### src/rtl/pr_write_coalescer.sv
// Write coalescer for PageRank results: merges 8-byte words that share a
// 64-byte line into single-beat 512-bit AXI writes and tracks open B responses.
module pr_write_coalescer #(
  parameter int unsigned MAX_OUTSTANDING = 8,
  parameter int unsigned TIMEOUT         = 64
) (
  input  logic         clk,
  input  logic         reset_n,
  input  logic         in_valid,
  output logic         in_ready,
  input  logic [63:0]  in_addr,
  input  logic [63:0]  in_data,
  input  logic         flush,
  output logic         flush_done,
  output logic [15:0]  awid_m,
  output logic [63:0]  awaddr_m,
  output logic [7:0]   awlen_m,
  output logic [2:0]   awsize_m,
  output logic         awvalid_m,
  input  logic         awready_m,
  output logic [15:0]  wid_m,
  output logic [511:0] wdata_m,
  output logic [63:0]  wstrb_m,
  output logic         wlast_m,
  output logic         wvalid_m,
  input  logic         wready_m,
  input  logic [15:0]  bid_m,
  input  logic [1:0]   bresp_m,
  input  logic         bvalid_m,
  output logic         bready_m,
  output logic [7:0]   outstanding,
  output logic [31:0]  lines_written,
  output logic         bresp_err
);

  typedef enum logic [1:0] {EMPTY, FILL, ISSUE} state_t;

  localparam logic [7:0]  MAX_OUT  = 8'(MAX_OUTSTANDING);
  localparam logic [31:0] IDLE_END = 32'(TIMEOUT - 1);

  state_t      state;
  logic [57:0] tag;
  logic [63:0] lane_data [8];
  logic [7:0]  strb;
  logic [31:0] idle_cnt;
  logic        aw_pend;
  logic        w_pend;
  logic        flush_pending;

  logic [57:0] in_tag;
  logic [2:0]  in_lane;
  logic [7:0]  lane_bit;
  logic        tag_match;
  logic        accept;
  logic        aw_hs;
  logic        w_hs;
  logic        b_ok;
  logic        aw_left;
  logic        w_left;
  logic        flush_req;
  logic        line_full;
  logic        mismatch;
  logic        idle_expired;
  logic        unused_ok;

  always_comb begin
    awid_m    = '0;
    wid_m     = '0;
    awlen_m   = '0;
    awsize_m  = 3'b110;
    wlast_m   = 1'b1;
    bready_m  = 1'b1;
    awaddr_m  = {tag, 6'b0};
    unused_ok = ^{bid_m, in_addr[2:0]};
  end

  always_comb begin
    in_tag    = in_addr[63:6];
    in_lane   = in_addr[5:3];
    lane_bit  = 8'b1 << in_lane;
    tag_match = (in_tag == tag);
    case (state)
      EMPTY:   in_ready = 1'b1;
      FILL:    in_ready = tag_match;
      default: in_ready = 1'b0;
    endcase
    accept       = in_valid & in_ready;
    mismatch     = in_valid & ~tag_match;
    line_full    = &(strb | (accept ? lane_bit : 8'h00));
    idle_expired = ~accept && (idle_cnt == IDLE_END);
    flush_req    = flush | flush_pending;
    // AW is held off (never withdrawn) once the B window is full.
    awvalid_m    = aw_pend && (outstanding != MAX_OUT);
    wvalid_m     = w_pend;
    aw_hs        = awvalid_m & awready_m;
    w_hs         = wvalid_m & wready_m;
    aw_left      = aw_pend & ~aw_hs;
    w_left       = w_pend & ~w_hs;
    b_ok         = bvalid_m && (outstanding != 8'd0);
  end

  // Lane 0 occupies the MSBs; unwritten lanes are driven as zero.
  always_comb begin
    wdata_m = '0;
    wstrb_m = '0;
    for (int unsigned k = 0; k < 8; k++) begin
      wdata_m[64*(8-k)-1 -: 64] = strb[k] ? lane_data[k] : 64'd0;
      wstrb_m[8*(8-k)-1 -: 8]   = {8{strb[k]}};
    end
  end

  always_ff @(posedge clk) begin
    if (accept) lane_data[in_lane] <= in_data;
  end

  always_ff @(posedge clk) begin
    if (!reset_n) begin
      state         <= EMPTY;
      tag           <= '0;
      strb          <= '0;
      idle_cnt      <= '0;
      aw_pend       <= 1'b0;
      w_pend        <= 1'b0;
      flush_pending <= 1'b0;
      flush_done    <= 1'b0;
      outstanding   <= '0;
      lines_written <= '0;
      bresp_err     <= 1'b0;
    end else begin
      flush_done <= 1'b0;
      case ({aw_hs, b_ok})
        2'b10:   outstanding <= outstanding + 8'd1;
        2'b01:   outstanding <= outstanding - 8'd1;
        default: outstanding <= outstanding;
      endcase
      if (w_hs) lines_written <= lines_written + 32'd1;
      if (bvalid_m && (bresp_m != 2'b00)) bresp_err <= 1'b1;

      case (state)
        EMPTY: begin
          idle_cnt <= '0;
          if (accept) begin
            tag           <= in_tag;
            strb          <= lane_bit;
            state         <= FILL;
            flush_pending <= flush_req;
          end else if (flush_req && (outstanding == 8'd0)) begin
            flush_done    <= 1'b1;
            flush_pending <= 1'b0;
          end else begin
            flush_pending <= flush_req;
          end
        end
        FILL: begin
          flush_pending <= flush_req;
          if (accept) begin
            strb     <= strb | lane_bit;
            idle_cnt <= '0;
          end else begin
            idle_cnt <= idle_cnt + 32'd1;
          end
          if (mismatch || line_full || flush_req || idle_expired) begin
            state    <= ISSUE;
            aw_pend  <= 1'b1;
            w_pend   <= 1'b1;
            idle_cnt <= '0;
          end
        end
        ISSUE: begin
          flush_pending <= flush_req;
          aw_pend       <= aw_left;
          w_pend        <= w_left;
          if (!aw_left && !w_left) begin
            strb  <= '0;
            state <= EMPTY;
          end
        end
        default: state <= EMPTY;
      endcase
    end
  end

endmodule

### config.mk
export PLATFORM = sky130hd
export DESIGN_NAME = pr_write_coalescer
export DESIGN_NICKNAME = d
export VERILOG_FILES = /design/src/rtl/pr_write_coalescer.sv
export SDC_FILE = /design/constraint.sdc
export NUM_CORES = 1
export LEC_CHECK = 0
export CAP_MARGIN = 15
export CORE_AREA = 2 2 345 347
export CTS_CLUSTER_SIZE = 40
export DETAILED_ROUTE_END_ITERATION = 8
export DIE_AREA = 0 0 347 349
export PLACE_DENSITY_LB_ADDON = 0.3
export REMOVE_ABC_BUFFERS = 1
export SLEW_MARGIN = 25
export SYNTH_ARGS = -nofsm -noshare
export SYNTH_HDL_FRONTEND = slang
export SYNTH_SLANG_ARGS = --single-unit
### constraint.sdc
create_clock -name clk -period 14.8 [get_ports clk]
set_input_delay 2.22 -clock clk [delete_from_list [all_inputs] [get_ports clk]]
set_output_delay 2.22 -clock clk [all_outputs]
set_load 0.05 [all_outputs]
==> impl_metrics.csv, run 1 <==
group,metric,value,unit
setup_path,worstSetupStartpointType,"input port",
floorplanning,chipHeight,349,µm
floorplanning,core-area,117000,µm²
place,hpwl,68.1,mm
setup_path,critPathSlowestCell,"nor4_1",
floorplanning,die_w,347,µm
synth,yosys.cell_types.count,66,
clock_network,cts_resized,0,
synth,synth_compound_area_share,4.35,%
clock_network,cts_hold_buf,0,
pwr,p_int,3650,µW
drt,drtIter0Drc,1087,
pwr,peakVddDrop,0.102,mV
global_route,grt_pass1_wl,141,mm
synth,synth_warnings,0,
drt,wl_per_cell,22.8,µm
floorplanning,ios,883,
global_route,antenna_found_initial,16,
setup_path,crit_type,"input port to output pin",
place,numPortBuffers,812,
timing,report.final.slew_viol_count,0,
timing,hold_viol,0,
pwr,p_switching,2010,µW
setup_path,cpLargestDelayFamily,"simple AND/OR/NAND/NOR gates",
clock_network,cts_sinks,657,
timing,fin_setup_tns,0,ns
synth,synthCells,2138,
clock_network,cts_root_buf,"clkbuf_16",
timing,skew,0.0489,ns
pwr,switching_share,35.5,%
clock_network,clkTransAtPathRegs,0.05,ns
global_route,grt_overflow,0,
clock_network,cts_tree,"done",
synth,ys_seq_area_share,67.5,%
timing,rsz0062_at_grt,"false",
pwr,power_density,146,nW/µm²
synth,ys_ff_latch,657,
synth,synth_simple_gate_area_share,19.5,%
place,gp_congestion,0.796,
place,dp_cells,4357,
synth,synth_edf_count,512,
flow_run,max_cap_violations,0,
global_route,grt_pass1_vias,18282,
final_layout,final_util,33.1,%
timing,whs,0.451,ns
worst_hold_path,hp-start,"bresp_err",
drt,wl,103,mm
drt,vias,18996,
timing,tightest_slew,1.03,ns
floorplanning,rows,126,
floorplanning,start_util,23.1,%
setup_path,worstPathRequired,12.58,ns
timing,slew-limit-headroom,31.3,%
clock_network,cts_buffer_depth,3,
final_layout,finalNonFillerCells,4507,
setup_path,timing.rr.start,"tag[8]",
setup_path,worstPathArrival,5.45,ns
setup_path,cp-end-kind,"output pin",
final_layout,syn2layout_area_growth,43.7,%
synth,synth_fa_ha_area_share,0.675,%
global_route,track_usage,16.3,%
floorplanning,die_area,121000,µm²
clock_network,post_cts_buffers,0,
global_route,grt_max_degree,66,
timing,max_freq,130,MHz
pwr,leakagePower,0.0131,µW
clock_network,clock_latency,0.65,ns
timing,period_share,51.8,%
synth,avgSynthCellArea,12.7,µm²
worst_hold_path,hold_class,"flop to flop",
setup_path,crit_chain,"clkdlybuf4s50_1 > xnor2_1 > nand4_1 > nor4_1 > nand4_1 > nand2_1 > clkdlybuf4s50_1",
final_layout,drive_gt1_share,5.80,%
synth,synthMuxAreaShare,0.153,%
synth,synthArstFlopShare,0,%
pwr,p_seq_share,38.8,%
synth,netlist_area,27100,µm²
setup_path,crit_path_max_fanout,2,
final_layout,fin_nets,3067,
setup_path,crit_path_start,"in_addr[14]",
drt,dr.pass1.iters,5,
drt,drc,0,
pwr,power_frac_comb,28.3,%
setup_path,cp.buffers_inverters,2,
drt,drtAntennaViolNets,0,
clock_network,cts_max_level,3,
clock_network,cts_buffers,77,
outcome,outcome,"finished, final reports clean",
timing,post-route-min-period,7.67,ns
timing,setup_viol,0,
synth,synth_top_family_by_area,"simple AND/OR/NAND/NOR gates",
synth,ys.flop_type,"edfxtp_1",
setup_path,critical-path-max-stage-delay,0.86,ns
drt,vias_per_cell,4.21,
pwr,clkPwrFrac,32.9,%
synth,synthXorXnorAreaFrac,3.07,%
-- worst register-to-register path: cells and delay by family (launching register included) --
kind	cells	cell delay [ns]
AND/OR/NAND/NOR	4	2.04
buffers and inverters	3	1.44
flip-flops	1	0.33
XOR/XNOR	1	0.33
AO/OA/AOI/OAI	1	0.30
-- Yosys cell counts (all sizes together) (5+ instances only) --
master	instances	share of area, %
xnor2	71	2.3
a21o	5	0.14
edfxtp	512	57
a21oi	99	1.8
nand3	33	0.61
a31oi	19	0.44
nor4	19	0.46
dfxtp	145	11
inv	23	0.32
nand2	173	2.4
clkbuf	86	1.2
o21ai	32	0.59
or3	11	0.25
nor2b	10	0.23
buf	122	3.2
nor2	73	1.0
xor2	24	0.78
nand4	34	0.79
nand2b	10	0.23
o221a	10	0.45
nor3	20	0.41
and4	8	0.26
and2	521	12
ha	13	0.60
and3	21	0.49
-- metrics by stage --
| stage | setup slack (ns) | cell area [µm²] | power [µW] |
|---|---|---|---|
| after floorplan | 6.56 | 26100 | 3220 |
| after global placement | 7.07 | 36400 | 3860 |
| after detailed placement | 7.11 | 36400 | 3860 |
| after CTS | 7.11 | 38900 | 5750 |
| after global routing | 7.15 | 38900 | 5910 |
| final | 7.13 | 38900 | 5670 |
-- path summary, 6_finish.rpt --
path | endpoint | slack [ns] | depth (start not counted)
min reg2reg | bresp_err | 0.45 | 2
min | bresp_err | 0.45 | 2
max | in_ready | 7.13 | 7
max reg2reg | lane_data[3][42] | 9.89 | 9
-- power by group through the flow --
stage	Combinational [µW]	Clock, µW	Sequential [µW]
2_1_floorplan	780	0	2440
3_3_place_gp	1620	0	2240
3_5_place_dp	1620	0	2240
4_1_cts	1620	1930	2200
5_1_grt	1690	2000	2210
6_report	1600	1870	2200
-- layout by cell type, fill, tap and decap left out, drive strengths merged, types with 13 or more instances in the layout --
cell type      count
conb              51
inv               24
nand4             34
xnor2             71
a31oi             19
o21ai             32
dfxtp            145
nor2              73
ha                13
clkdlybuf4s50    812
and3              21
and2             521
clkinv            31
buf               30
a21oi             99
nand2            173
clkbuf           106
nand3             33
edfxtp           512
nor3              20
nor4              19
xor2              24
-- cells by family (layout without fill, tap and decap cells) --
| logic type | Yosys count | in the layout |
|---|---|---|
| AOI/OAI and AO/OA | 193 | 193 |
| xor gates and xnor gates | 95 | 95 |
| adders and majority gates | 14 | 14 |
| buffers and inverters | 231 | 1007 |
| DFF | 657 | 657 |
| muxes | 4 | 4 |
| other | 2 | 59 |
| and+or+nand+nor | 942 | 942 |
-- metal layers --
metal / vias to the layer above / track usage, % / wire length, µm
li1: 8809 / - / -
met1: 9331 / 18.8 / 40100
met2: 717 / 28.6 / 51400
met3: 133 / 5.05 / 8030
met4: 6 / 5.43 / 3060
met5: - / 0 / 34
-- cell type report --
cell class	instances	area [µm²]
sequential	657	18300
inverter	23	87.6
clock buffer	106	2100
multi-input combinational	1299	7750
clock inverter	36	369
antenna	8	20.0
tap	1536	1920
timing repair buffer	842	8350
fill	11739	78500
-- registers in the layout, summed over array words and instances (netlist names) --
register and count:
flush_pending 1, state 2, lane_data 512, flush_done 1, bresp_err 1, tag 58
lines_written 32, strb 8, aw_pend 1, idle_cnt 32, outstanding 8, wvalid_m 1
(Power assumes the default switching activity.)
==> run 2: changes to the inputs <==
==> constraint.sdc (replaced) <==
create_clock -name clk -period 6.9 [get_ports clk]
set_input_delay 1.035 -clock clk [delete_from_list [all_inputs] [get_ports clk]]
set_output_delay 1.035 -clock clk [all_outputs]
set_load 0.05 [all_outputs]
==> run 2 against run 1 <==
Compared with the run above:
- cell area up 0.22%
- register-to-register slack lost 7.1 ns
- total power up 110%
- sequential share of layout area is 0.10 points lower
- non-clock buffer count is 3 higher
- global-route usage hardly changed
- via count up 0.31%
- worst hold slack lost 0.0076 ns
- critical path depth unchanged
==> impl_metrics.csv, run 2 (synthesis results as in run 1) <==
group,metric,value,unit
final_layout,fin_nets,3072,
timing,report.final.slew_viol_count,0,
clock_network,cts_resized,0,
setup_path,worstPathArrival,4.24,ns
timing,skew,0.0323,ns
clock_network,clkTransAtPathRegs,0.05,ns
timing,hold_viol,0,
setup_path,critPathSlowestCell,"clkdlybuf4s50_1",
global_route,grt_max_degree,68,
timing,slew-limit-headroom,37.2,%
drt,wl,103,mm
global_route,grt_pass1_wl,141,mm
drt,drc,0,
drt,dr.pass1.iters,4,
setup_path,worstPathRequired,5.86,ns
timing,period_share,76.4,%
timing,max_freq,190,MHz
setup_path,crit_chain,"clkdlybuf4s50_1 > xnor2_1 > nand4_1 > nor4_1 > nand4_1 > nand2_1 > clkdlybuf4s50_1",
global_route,grt_pass1_vias,17911,
drt,dr_wl_met3,7.44,mm
setup_path,cpLargestDelayFamily,"simple AND/OR/NAND/NOR gates",
setup_path,critical-path-max-stage-delay,0.84,ns
setup_path,worstSetupStartpointType,"input port",
setup_path,cp.buffers_inverters,2,
place,hpwl,68.6,mm
pwr,peakVddDrop,0.212,mV
final_layout,layout_commonest_cell,"clkdlybuf4s50_1",
floorplanning,die_area,121000,µm²
global_route,grt_overflow,0,
clock_network,cts_buffers,79,
setup_path,crit_type,"input port to output pin",
drt,vias_per_cell,4.23,
clock_network,cts_tree,"done",
pwr,leakagePower,0.0131,µW
clock_network,post_cts_buffers,0,
drt,vias,19055,
pwr,power_density,311,nW/µm²
final_layout,largest_reg_flops,512,
clock_network,cts_hold_buf,0,
place,gp_congestion,0.775,
global_route,antenna_found_initial,17,
floorplanning,rows,126,
drt,top_layer_used,"met5",
final_layout,final_cell_mix,"812 x clkdlybuf4s50_1, 520 x and2_1, 512 x edfxtp_1",
floorplanning,chipHeight,349,µm
final_layout,finalNonFillerCells,4509,
place,dp_cells,4360,
drt,drtIter0Drc,1075,
floorplanning,core-area,117000,µm²
final_layout,top_register,"lane_data",
floorplanning,ios,883,
clock_network,cts_sinks,657,
drt,drt-met1-wl,41.1,mm
drt,drtAntennaViolNets,0,
timing,tightest_slew,0.933,ns
global_route,track_usage,16.3,%
timing,post-route-min-period,5.27,ns
setup_path,cp-end-kind,"output pin",
outcome,outcome,"finished, final reports clean",
clock_network,cts_max_level,3,
floorplanning,start_util,23.1,%
flow_run,max_cap_violations,0,
timing,rsz0062_at_grt,"false",
timing,fin_setup_tns,0,ns
clock_network,cts_buffer_depth,3,
clock_network,cts_root_buf,"clkbuf_16",
timing,setup_viol,0,
clock_network,clock_latency,0.65,ns
final_layout,largestRegisters,"lane_data: 512 flops, tag: 58 flops",
place,numPortBuffers,812,
floorplanning,die_w,347,µm
drt,wl_met2,51.9,mm
drt,wl_per_cell,22.8,µm
final_layout,syn2layout_area_growth,44.0,%
setup_path,crit_path_max_fanout,2,
setup_path,rrSetupSlack,2.78,ns
final_layout,drive_gt1_share,5.77,%
worst_hold_path,hold_class,"flop to flop",
run 2: worst reg2reg max path: cells and delay by family (launching register included):
family,cells,cell delay [ns]
and+or+nand+nor,6,1.79
DFF,1,0.35
AOI/OAI and AO/OA,5,1.26
adders and majority gates,2,0.62
run 2: worst paths after layout:
kind	endpoint	from	depth (start not counted)
min	bresp_err	bresp_err	2
max reg2reg	outstanding[7]	outstanding[4]	13
max	in_ready	in_addr[14]	7
min reg2reg	bresp_err	bresp_err	2
run 2: stage by stage:
stage / power [µW] / hold WS [ns] / utilization [%] / setup slack [ns] / instance area, µm²
4_1_cts: 12300 / 0.448 / 33.2 / 1.56 / 39000
3_3_place_gp: 8280 / 0.434 / 31.1 / 1.54 / 36500
2_1_floorplan: 6900 / 0.448 / - / -0.152 / 26100
6_report: 12100 / 0.443 / 33.2 / 1.63 / 39000
5_1_grt: 12600 / 0.481 / 33.2 / 1.56 / 39000
3_5_place_dp: 8290 / 0.439 / 31.1 / 1.57 / 36500
run 2: power by group:
part           total [µW]  internal [µW]  switching [µW]  leakage [µW]
clock network        3960           2240            1720       0.00116
logic                3440           1040            2400       0.00608
registers            4720           4510             219       0.00582
total               12100           7790            4330        0.0131
run 2: routing by layer:
layer  vias up  track usage (%)
met4         6             4.41
met3       118             4.84
met2       687             28.8
met5         -                0
met1      9415             19.1
li1       8829                -
run 2: cell type report:
type | instances | area [µm²]
fill | 11715 | 78500
sequential | 657 | 18300
timing repair buffer | 845 | 8460
multi-input combinational | 1299 | 7750
clock buffer | 108 | 2160
tap | 1536 | 1920
clock inverter | 30 | 275
inverter | 23 | 87.6
antenna | 11 | 27.5
==> run 3: changes to the inputs <==
==> constraint.sdc (replaced) <==
create_clock -name clk -period 4.6 [get_ports clk]
set_input_delay 0.69 -clock clk [delete_from_list [all_inputs] [get_ports clk]]
set_output_delay 0.69 -clock clk [all_outputs]
set_load 0.05 [all_outputs]
==> run 3 against run 2 <==
Compared with the run above:
- clock skew rose by 0.028 ns
- final cell count is 0.16% higher
- non-clock buffer count rose by 10
- via count rose by 0.42%
- sequential power rose by 50%
- largest power group unchanged
- highest routed layer unchanged
==> impl_metrics.csv, run 3 (synthesis results as in run 1) <==
group,metric,value,unit
clock_network,cts_max_level,3,
clock_network,cts_buffer_depth,3,
place,hpwl,68.7,mm
timing,hold_viol,0,
setup_path,critPathSlowestCell,"a2111oi_0",
drt,vias_per_cell,4.24,
timing,slew-limit-headroom,40.0,%
drt,drc,0,
worst_hold_path,hp-start,"bresp_err",
pwr,clkPwrFrac,32.7,%
outcome,outcome,"finished, final reports clean",
pwr,p_switching,6510,µW
floorplanning,chipHeight,349,µm
place,dp_cells,4370,
final_layout,largestRegisters,"lane_data: 512 flops, tag: 58 flops",
drt,vias,19135,
global_route,grt_pass1_wl,142,mm
clock_network,post_cts_buffers,0,
floorplanning,start_util,23.1,%
floorplanning,die_area,121000,µm²
clock_network,cts_root_buf,"clkbuf_16",
clock_network,cts_tree,"done",
drt,drtAntennaViolNets,0,
final_layout,drive_gt1_share,6.29,%
flow_run,max_cap_violations,0,
final_layout,largest_reg_flops,512,
final_layout,final_cell_mix,"811 x clkdlybuf4s50_1, 520 x and2_1, 512 x edfxtp_1",
place,numPortBuffers,812,
clock_network,cts_resized,0,
global_route,antenna_found_initial,14,
timing,period_share,89.5,%
clock_network,cts_sinks,657,
setup_path,worstPathArrival,4.67,ns
clock_network,clock_latency,0.66,ns
clock_network,cts_hold_buf,0,
setup_path,cp.buffers_inverters,0,
setup_path,worstPathRequired,5.15,ns
timing,post-route-min-period,4.12,ns
pwr,p_seq_share,38.8,%
worst_hold_path,hold_class,"flop to flop",
pwr,leakagePower,0.0132,µW
setup_path,crit_path_start,"outstanding[2]",
setup_path,critical-path-max-stage-delay,0.58,ns
final_layout,top_register,"lane_data",
drt,wl,102,mm
global_route,grt_max_degree,90,
setup_path,worstSetupStartpointType,"flop",
pwr,switching_share,35.7,%
setup_path,rrSetupSlack,0.48,ns
timing,tightest_slew,0.901,ns
setup_path,crit_chain,"or4_1 > or2_2 > nor2_1 > nor2b_1 > ha_1 > ha_1 > a21o_1 > a21oi_1 > o21ai_0 > a2111oi_0 > nor4_1 > or4_1 > a21oi_1",
drt,drtIter0Drc,1110,
place,gp_congestion,0.796,
setup_path,timing.rr.start,"outstanding[2]",
timing,report.final.slew_viol_count,0,
final_layout,n_fill_cell,11743,
setup_path,cpLargestDelayFamily,"simple AND/OR/NAND/NOR gates",
setup_path,crit_path_max_fanout,7,
clock_network,cts_buffers,78,
timing,max_freq,243,MHz
final_layout,fin_nets,3081,
drt,dr.pass1.iters,5,
drt,wl_per_cell,22.6,µm
final_layout,finalNonFillerCells,4516,
pwr,power_density,465,nW/µm²
timing,setup_viol,0,
global_route,track_usage,16.4,%
global_route,grt_overflow,0,
timing,fin_setup_tns,0,ns
setup_path,crit_type,"flop to flop",
final_layout,syn2layout_area_growth,44.9,%
pwr,p_int,11700,µW
floorplanning,rows,126,
clock_network,clkTransAtPathRegs,0.06,ns
timing,skew,0.0602,ns
floorplanning,ios,883,
timing,whs,0.450,ns
floorplanning,die_w,347,µm
timing,rsz0062_at_grt,"false",
final_layout,layout_commonest_cell,"clkdlybuf4s50_1",
floorplanning,core-area,117000,µm²
pwr,peakVddDrop,0.285,mV
setup_path,cp-end-kind,"flop",
global_route,grt_pass1_vias,18190,
pwr,power_frac_comb,28.5,%
run 3: changes by cell type in the layout (fill, tap and decap cells not counted), moves of 3 or more:
cell | previous run | this run
buf_12 | 7 | 17
clkbuf_1 | 23 | 13
clkinv_1 | 14 | 19
clkinv_2 | 3 | 11
diode_2 | 11 | 8
inv_6 | 4 | 0
run 3: area by class of cell:
type,instances,area [µm²],share of cell area [%]
timing repair buffer,855,8660,22.1
clock inverter,44,425,1.08
inverter,23,87.6,0.223
antenna,8,20.0,0.0510
clock buffer,94,2040,5.21
sequential,657,18300,46.7
multi-input combinational,1299,7750,19.8
tap,1536,1920,4.90
run 3: worst min-delay path: stages, from the launching register on:
cell and delay, ns:
dfxtp_1 0.31, inv_1 0.05, a21oi_1 0.05
run 3: final timing paths:
path | to | cells after the start
setup / recovery | outstanding[7] | 13
hold / removal | bresp_err | 2
setup reg to reg | outstanding[7] | 13
hold reg to reg | bresp_err | 2
run 3: layer usage:
metal	wire length, µm	part of all wire [%]	vias up	track usage, %
li1	-	-	8829	-
met1	39500	39	9393	18.9
met2	50600	49	751	28.3
met3	8300	8.1	158	4.96
met4	3840	3.8	4	6.77
met5	23	0.022	-	0
run 3: power by group through the flow:
stage	registers, µW	clock network [µW]	logic (µW)
5_1_grt	7130	6400	5480
2_1_floorplan	7840	0	2510
4_1_cts	7100	6150	5260
3_3_place_gp	7210	0	5260
3_5_place_dp	7220	0	5250
6_report	7080	5960	5200
run 3: through the flow:
stage,utilization (%),power (µW),area (µm²),setup WS [ns]
5_1_grt,33.4,19000,39200,0.247
3_5_place_dp,31.3,12500,36700,0.506
2_1_floorplan,-,10300,26100,-2.11
4_1_cts,33.4,18500,39200,0.498
3_3_place_gp,31.3,12500,36700,0.486
6_report,33.4,18200,39200,0.484
